`config.mk`:
```
export PLATFORM = sky130hd
export DESIGN_NAME = vram_write_scheduler
export DESIGN_NICKNAME = d
export VERILOG_FILES = /design/src/rtl/vram_write_scheduler.sv
export SDC_FILE = /design/constraint.sdc
export NUM_CORES = 1
export LEC_CHECK = 0
export CAP_MARGIN = 15
export CORE_ASPECT_RATIO = 1.5
export CORE_MARGIN = 5
export CORE_UTILIZATION = 37
export DETAILED_ROUTE_END_ITERATION = 10
export PLACE_DENSITY = 0.72
export SKIP_CTS_REPAIR_TIMING = 1
export SLEW_MARGIN = 20
export SYNTH_ARGS = -nofsm -noshare
export SYNTH_HDL_FRONTEND = slang
export SYNTH_SLANG_ARGS = --single-unit
```
`constraint.sdc`:
```
create_clock -name clk -period 3.4 [get_ports clk]
set_input_delay 0.34 -clock clk [delete_from_list [all_inputs] [get_ports clk]]
set_output_delay 0.34 -clock clk [all_outputs]
set_load 0.05 [all_outputs]
```
`src/rtl/vram_write_scheduler.sv`:
```
// vram_write_scheduler
//   Sequences the VRAM write port (data_address/data_din/data_we). Two valid/ready
//   requesters share the port round-robin. A full-screen clear engine takes priority
//   over both requesters while it runs.
//
//   Optional feature macro: VSYNC_GATE_EN
//     defined   - an accepted clear_start parks in WAIT_VS until a vsync falling edge,
//                 and the clear starts on the following cycle.
//     undefined - the clear begins the cycle after clear_start, and vsync is ignored.
//
// Ports
//   clk, reset        clock, synchronous active-low reset
//   req0_* / req1_*   requester valid/ready handshakes with address and pixel
//                     (ready is combinational)
//   clear_start       single-cycle pulse that fills the whole VRAM with clear_color
//   clear_color       fill pixel, captured when clear_start is accepted
//   clear_busy        high while a clear is pending or running (registered)
//   vsync             synchronized active-low VGA vsync
//   data_address      registered write address, zero-extended to 32 bits
//   data_din          registered write data
//   data_we           registered write enable
module vram_write_scheduler #(
    parameter int unsigned ADDR_WIDTH = 12,
    parameter int unsigned DATA_WIDTH = 8
) (
    input  logic                  clk,
    input  logic                  reset,
    input  logic                  req0_valid,
    output logic                  req0_ready,
    input  logic [ADDR_WIDTH-1:0] req0_addr,
    input  logic [DATA_WIDTH-1:0] req0_data,
    input  logic                  req1_valid,
    output logic                  req1_ready,
    input  logic [ADDR_WIDTH-1:0] req1_addr,
    input  logic [DATA_WIDTH-1:0] req1_data,
    input  logic                  clear_start,
    input  logic [DATA_WIDTH-1:0] clear_color,
    output logic                  clear_busy,
    input  logic                  vsync,
    output logic [31:0]           data_address,
    output logic [DATA_WIDTH-1:0] data_din,
    output logic                  data_we
);

    localparam int unsigned OUT_ADDR_WIDTH = 32;
    localparam logic [ADDR_WIDTH-1:0] CNT_MAX = '1;

    typedef enum logic [1:0] {
        ST_ARB     = 2'd0,
        ST_CLEAR   = 2'd1
`ifdef VSYNC_GATE_EN
        ,
        ST_WAIT_VS = 2'd2
`endif
    } state_t;

    state_t                  state, state_next;
    logic                    rr, rr_next;
    logic [ADDR_WIDTH-1:0]   cnt, cnt_next;
    logic [DATA_WIDTH-1:0]   color;
    logic                    color_load_c;
    logic                    ready0_c, ready1_c;
    logic                    issue_c;
    logic [OUT_ADDR_WIDTH-1:0] issue_addr_c;
    logic [DATA_WIDTH-1:0]   issue_data_c;

`ifdef VSYNC_GATE_EN
    logic vs_q;
    logic vs_fall_c;

    // Registered vsync for falling-edge detection; idles high like the sync pulse.
    always_ff @(posedge clk) begin
        if (!reset) begin
            vs_q <= 1'b1;
        end else begin
            vs_q <= vsync;
        end
    end

    assign vs_fall_c = vs_q & ~vsync;
`else
    logic unused_vsync;
    assign unused_vsync = vsync;
`endif

    // State, arbitration pointer, clear counter and latched fill colour.
    always_ff @(posedge clk) begin
        if (!reset) begin
            state <= ST_ARB;
            rr    <= 1'b0;
            cnt   <= '0;
            color <= '0;
        end else begin
            state <= state_next;
            rr    <= rr_next;
            cnt   <= cnt_next;
            if (color_load_c) begin
                color <= clear_color;
            end
        end
    end

    // Next-state logic, grant selection and the write to issue this cycle.
    always_comb begin
        state_next   = state;
        rr_next      = rr;
        cnt_next     = cnt;
        color_load_c = 1'b0;
        ready0_c     = 1'b0;
        ready1_c     = 1'b0;
        issue_c      = 1'b0;
        issue_addr_c = '0;
        issue_data_c = '0;

        case (state)
            ST_ARB: begin
                if (clear_start) begin
                    color_load_c = 1'b1;
`ifdef VSYNC_GATE_EN
                    state_next   = ST_WAIT_VS;
`else
                    state_next   = ST_CLEAR;
`endif
                end else if (req0_valid && (!req1_valid || !rr)) begin
                    ready0_c     = 1'b1;
                    rr_next      = 1'b1;
                    issue_c      = 1'b1;
                    issue_addr_c = OUT_ADDR_WIDTH'(req0_addr);
                    issue_data_c = req0_data;
                end else if (req1_valid) begin
                    ready1_c     = 1'b1;
                    rr_next      = 1'b0;
                    issue_c      = 1'b1;
                    issue_addr_c = OUT_ADDR_WIDTH'(req1_addr);
                    issue_data_c = req1_data;
                end
            end
`ifdef VSYNC_GATE_EN
            ST_WAIT_VS: begin
                if (vs_fall_c) begin
                    state_next = ST_CLEAR;
                end
            end
`endif
            ST_CLEAR: begin
                issue_c      = 1'b1;
                issue_addr_c = OUT_ADDR_WIDTH'(cnt);
                issue_data_c = color;
                if (cnt == CNT_MAX) begin
                    state_next = ST_ARB;
                    cnt_next   = '0;
                end else begin
                    cnt_next   = cnt + ADDR_WIDTH'(1);
                end
            end
            default: begin
                state_next = ST_ARB;
                cnt_next   = '0;
            end
        endcase
    end

    // Ready is suppressed while reset is held, whatever state the flops are in.
    assign req0_ready = ready0_c & reset;
    assign req1_ready = ready1_c & reset;

    // Registered write port. Address and data hold when no write is issued.
    always_ff @(posedge clk) begin
        if (!reset) begin
            data_we      <= 1'b0;
            data_address <= '0;
            data_din     <= '0;
            clear_busy   <= 1'b0;
        end else begin
            data_we    <= issue_c;
            clear_busy <= (state_next != ST_ARB);
            if (issue_c) begin
                data_address <= issue_addr_c;
                data_din     <= issue_data_c;
            end
        end
    end

endmodule

```
==> summary.md <==
| Metric | Value |
|---|---|
| Minimum hold slack | 468 ps |
| WL met2 | 2920 um |
| H-tree levels | 2 |
| Fin Setup TNS | 0 ps |
| Area grow syn2layout | 36.1% |
| Grt ovf | 0 |
| Yosys top cell area share | 39.9% |
| FILL cells | 578 |
| Sequential share of the synthesized area | 39.9% |
| Mapped cell area | 0.00226 mm2 |
| Residual DRC | 0 |
| Die height | 106 um |
| Top cell type by total area after synthesis | dfxtp_1 |
| Period minus WS final | 2210 ps |
| Inst Count DP | 401 |
| DR top layer | met4 |
| # rows | 35 |
| Worst setup EP type | primary output |
| Clock Sinks | 45 |
| Ys async rst share | 0% |
| Clk_lat worst skew | 300 ps |
| CP Class | input pin to primary output |
| CP required | 3060 ps |
| Diode count | 0 |
| Design area | 0.00307 mm2 |
| Worst stage delay on the critical path | 470 ps |
| Routed len/inst | 14.2 um |
| DRT antenna net count | 0 |
| Gpl congestion | 0.807 |
| Placed Area | 0.00298 mm2 |
| Vias in the first global route | 1847 |
| Worst-path cell chain | clkdlybuf4s50_1 -> nor3_1 -> and3_1 -> buf_4 -> and2_1 -> buf_4 |
| Crit path launch type | input pin |
| Final wirelength | 5820 um |
| CP delay by family, top | buffers and inverters |
| Starting Density | 37.3% |
| Outcome | complete, no violations |
| FMAX | 0.452 GHz |
| Vias after detailed routing | 2089 |
| CORE AREA | 0.00604 mm2 |
| Syn avg cell area | 8.58 um2 |
| HP Class | register to register |
| I/O Buffers | 76 |
| Final Max Tran Viols | 0 |
| Fin. Hold Viols | 0 |
| Worst-margin pin slew | 745 ps |
| Syn. warnings | 0 |
| TritonCTS clock tree | yes |
| Worst EP arrival | 1870 ps |
| Max FO, Critical Path | 21 |
| Final Net Count | 389 |
| Mapped Cells | 263 |
| Pwr Total | 1.19 mW |
| RSZ-0062 raised after global routing | false |
| Fin cells | 409 |
| Clock Path Buffers | 2 |
| I/O pin cnt | 98 |
| Ys flop type | dfxtp_1 |
| Pin count of the biggest net entering global routing | 26 |
| Initial drt markers | 94 |
| First-pass GRT wire length | 8760 um |
| Commonest non-fill, non-tap cell in the layout | clkdlybuf4s50_1 |
| Max Cap Viol | 0 |
| Most Frequent Cell on Critical Path | buf_4 |
| Leakage | 1.04 nW |
| Share of layout cells above drive strength 1 | 8.06% |
| Clock skew | 5.30 ps |
| Final core utilization | 50.8% |
| Buf+Inv Stages, Crit Path | 3 |
| Slowest-stage cell, CP | clkdlybuf4s50_1 |
| CTS Root Cell | clkbuf_8 |
| DRT met1 WL | 2260 um |
| Period utilisation layout | 65.1% |
| Pwr/cell area | 388 mW/mm2 |
| Dpl hpwl | 4370 um |
| Setup-failing EPs final | 0 |
| CTS buffer count | 5 |
| Top cells by area, synth | dfxtp_1 (40%), nand2_1 (7.2%), buf_4 (6.7%) |
| Die W | 73.8 um |
| Drt first pass iters | 4 |
| Commonest cells after routing, fill and taps aside | clkdlybuf4s50_1 (74), dfxtp_1 (45), nand2_1 (43) |
| Antenna violations before repair | 0 |
| VDD IR-drop max | 0.293 mV |
| Netlist cell types | 38 |
| GRT Total Usage | 14.4% |
| PnR worst setup slack | 1190 ps |
| Reg clk slew, reported paths | 80 ps |
| Die ar. | 0.00779 mm2 |
| #FFs+latches synth | 45 |
| Worst slack at placement | 1100 ps |
| Met3 WL | 514 um |
| Relative slew slack | 50.3% |
| EDFF count, synth | 0 |
| Vias per inst | 5.11 |
## routing by layer
metal,up-vias,GRT usage [%]
li1,1040,-
met1,948,16.6
met2,91,24.7
met3,10,3.05
met4,0,6.35
met5,-,0
## layout make-up
cell class / count / area [um2] / area share (%)
multi-input combinational: 198 / 1170 / 38.2
clock buffer: 6 / 72.6 / 2.36
timing repair buffer: 81 / 806 / 26.2
clock inverter: 2 / 15.0 / 0.489
tap: 74 / 92.6 / 3.01
sequential: 45 / 901 / 29.3
inverter: 3 / 11.3 / 0.367
## sequential cells by signal, summed over array words and instances (netlist names)
signal,cells
cnt,12
data_address,12
color,8
data_din,8
state,2
clear_busy,1
data_we,1
rr,1
## cell usage after synthesis (2+ instances only)
library cell,instances
nand3b_1,3
xor2_1,4
mux2i_1,2
nand2b_1,2
nor2_1,6
and4_1,2
buf_4,20
nand3_1,8
dfxtp_1,45
a22oi_2,10
clkbuf_1,10
a22oi_1,11
a41oi_1,2
o21ai_0,23
a21boi_0,10
inv_1,3
a21oi_1,5
buf_6,3
nor2b_1,2
and3_1,3
nand2_1,43
nand4_1,3
and2_1,6
o21a_1,2
or3_1,2
buf_2,2
a31oi_1,20
## power breakdown
group          internal (mW)  switching [mW]  leakage, nW  total [mW]
Combinational          0.114           0.185        0.637       0.298
Sequential             0.552          0.0150        0.368       0.567
Clock                  0.145           0.181       0.0374       0.326
Total                  0.810           0.381         1.04        1.19
## worst paths after layout
kind / from / to / slack, ps / cells after the start
hold / removal: color[2] / color[2] / 470 / 2
setup reg to reg: state[0] / data_address[11] / 1400 / 5
hold reg to reg: color[2] / color[2] / 470 / 2
setup / recovery: clear_start / req0_ready / 1190 / 6
## cells by family after synthesis
kind of cell | after synthesis | share of synthesized area, %
AND/OR/NAND/NOR | 83 | 17.8
XOR/XNOR | 5 | 1.94
buffers and inverters | 40 | 11.6
other | 1 | 0.166
multiplexers | 2 | 0.887
AO/OA/AOI/OAI | 86 | 27.2
adder cells (fa/ha/maj) | 1 | 0.554
flip-flops | 45 | 39.9
## worst min-delay path: stages (launching register included)
cell and delay, ps:
dfxtp_1 320, nand2_1 50, a21boi_0 60
Note: power is estimated with default switching activity, not from simulation.
==> RTL change (config.mk and constraints unchanged) <==
Add a define of `VSYNC_GATE_EN`.
--- a/src/rtl/vram_write_scheduler.sv
+++ b/src/rtl/vram_write_scheduler.sv
@@ -20,4 +20,6 @@
 //   data_din          registered write data
 //   data_we           registered write enable
+`define VSYNC_GATE_EN
+
 module vram_write_scheduler #(
     parameter int unsigned ADDR_WIDTH = 12,
Formal check against the unedited RTL: not equivalent (Yosys sat finds a counterexample within 4 cycles, from zero or initial values and one cycle with reset low).
==> RTL change against the unedited design <==
- fmax is 9.9% lower
- cell count is 6.1% higher
- largest cell class unchanged
- power is 20% higher
- via count is 11% higher
- critical endpoint is now req1_ready
- synthesized area is 5.5% higher
- sequential cell count is 1 higher
- combinational power is 15% higher
- critical path depth is 1 lower
- cell area is 5.5% higher
- wire length is 18% higher
- setup slack worse by 240 ps
- clock skew hardly changed
- count of clock-buffer cells in the layout stayed put
==> RTL change: results (changes against the unedited design) <==
The tools report the endpoint arrival time on the critical path as 2120 ps (+250 ps). The tools report the final weighted congestion in routability-driven placement as 0.884 (+9.5%). Initial detailed-routing violation count: 131 (+39%). The placed wire-length estimate after detailed placement came out at 5110 um (+17%). Largest net degree at the start of global routing: 25 (-3.8%). The worst slack at placement is 965 ps (-139 ps).

Endpoint of the worst hold path: data_address[0]. The worst-path maximum fanout was 22 (+4.8%). Fraction of the yosys area taken by sequential cells: 38.7% (-1.2 points). The final-stage net count is 414 (+6.4%), and the fraction of cell area in non-clock buffers is 25.2% (-1.1 points).

The run finished with clean final reports. The total leakage power came out at 1.18 nW (+13%). The final-layout fill cell count is 599 (+3.6%), and the fraction of area in registers is 28.4% (-0.92 points). The layout cell share with drive strength beyond 1 was 5.28% (-2.8 points); the number of input and output port buffers inserted was 77 (+1.3%). The xor and xnor fraction of the mapped netlist area came out at 0.736% (-1.2 points). Via-per-instance ratio: 5.35 (+4.7%). The multiplexer share of the synthesized area works out to 3.78% (+2.9 points). The number of cells in the design after placement is 426 (+6.2%), and the count of yosys warnings during synthesis is 0 (unchanged). The tools report the maximum count of clock buffers along a single path as 2 (unchanged).

The logs give 6830 um (+18%) for the final routed wirelength across all metal layers and 16.8% (+2.5 points) for the global routing usage summed across all routing layers. The endpoint identified for the worst register-to-register timing path is cnt[3]. The run gives 10,600 um (+21%) as the first-pass GRT wire length.

The multi-input combinational cell area is 1250 um2 (+6.6%), and the post-place instance area is 3100 um2 (+3.9%). The worst hold margin was 485 ps (+17.4 ps); the average footprint of a synthesized cell was 8.10 um2 (-5.6%). For the maximum vdd drop, the log shows 0.000304 V (+3.6%). The capturing element of the worst setup path is req1_ready. The count of unique library cells instantiated by Yosys is 41 (+7.9%). The clock skew after layout was 5.48 ps (+0.179 ps). The run gives 219 (+11%) as the multi-input combinational cell count. The net switching power figure is 0.000420 W (+10%), and the total inserted antenna cells is 0 (unchanged). The layout buffer count excluding clock buffers was 82 (+1.2%). The clock tree cell share of total cell area came out at 4.40% (+1.5 points). The number of synthesized register bits is 46 (+2.2%). The adder-cell share of the synthesized area was 0.525% (-0.029 points). The pin slew with the least headroom to its limit came out at 922 ps (+177 ps). The largest incremental delay on the critical path is 710 ps (+240 ps). The commonest cells after synthesis are dfxtp_1 (46), nand2_1 (32), a21oi_1 (25), nand3_1 (23), buf_4 (22).
==> RTL change: changes by cell type after synthesis, sizes merged, moves of 3 or more <==
cell | before | now
clkbuf | 10 | 7
a21o | 0 | 19
mux2i | 2 | 9
o21ai | 23 | 4
and2 | 7 | 0
nand2 | 43 | 32
nand3 | 8 | 23
a21oi | 6 | 25
buf | 27 | 36
nor3 | 1 | 7
nor2 | 6 | 19
a21boi | 10 | 1
xor2 | 4 | 0
a31oi | 20 | 11
==> RTL change: routing by layer <==
metal	wire length [um]	GRT usage (%)	vias to the layer above
met3	472	4.28	8
met4	104	5.88	0
li1	-	-	1143
met2	3660	29.7	74
met1	2590	19.1	1095
met5	0	0	-
==> RTL change: power by group through the flow <==
stage                     clock network, W  logic [W]  registers, W
after floorplan                          0   0.000184      0.000649
after global placement                   0   0.000341      0.000596
after detailed placement                 0   0.000343      0.000597
after CTS                         0.000508   0.000344      0.000584
after global routing              0.000528   0.000366      0.000588
final                             0.000504   0.000343      0.000584
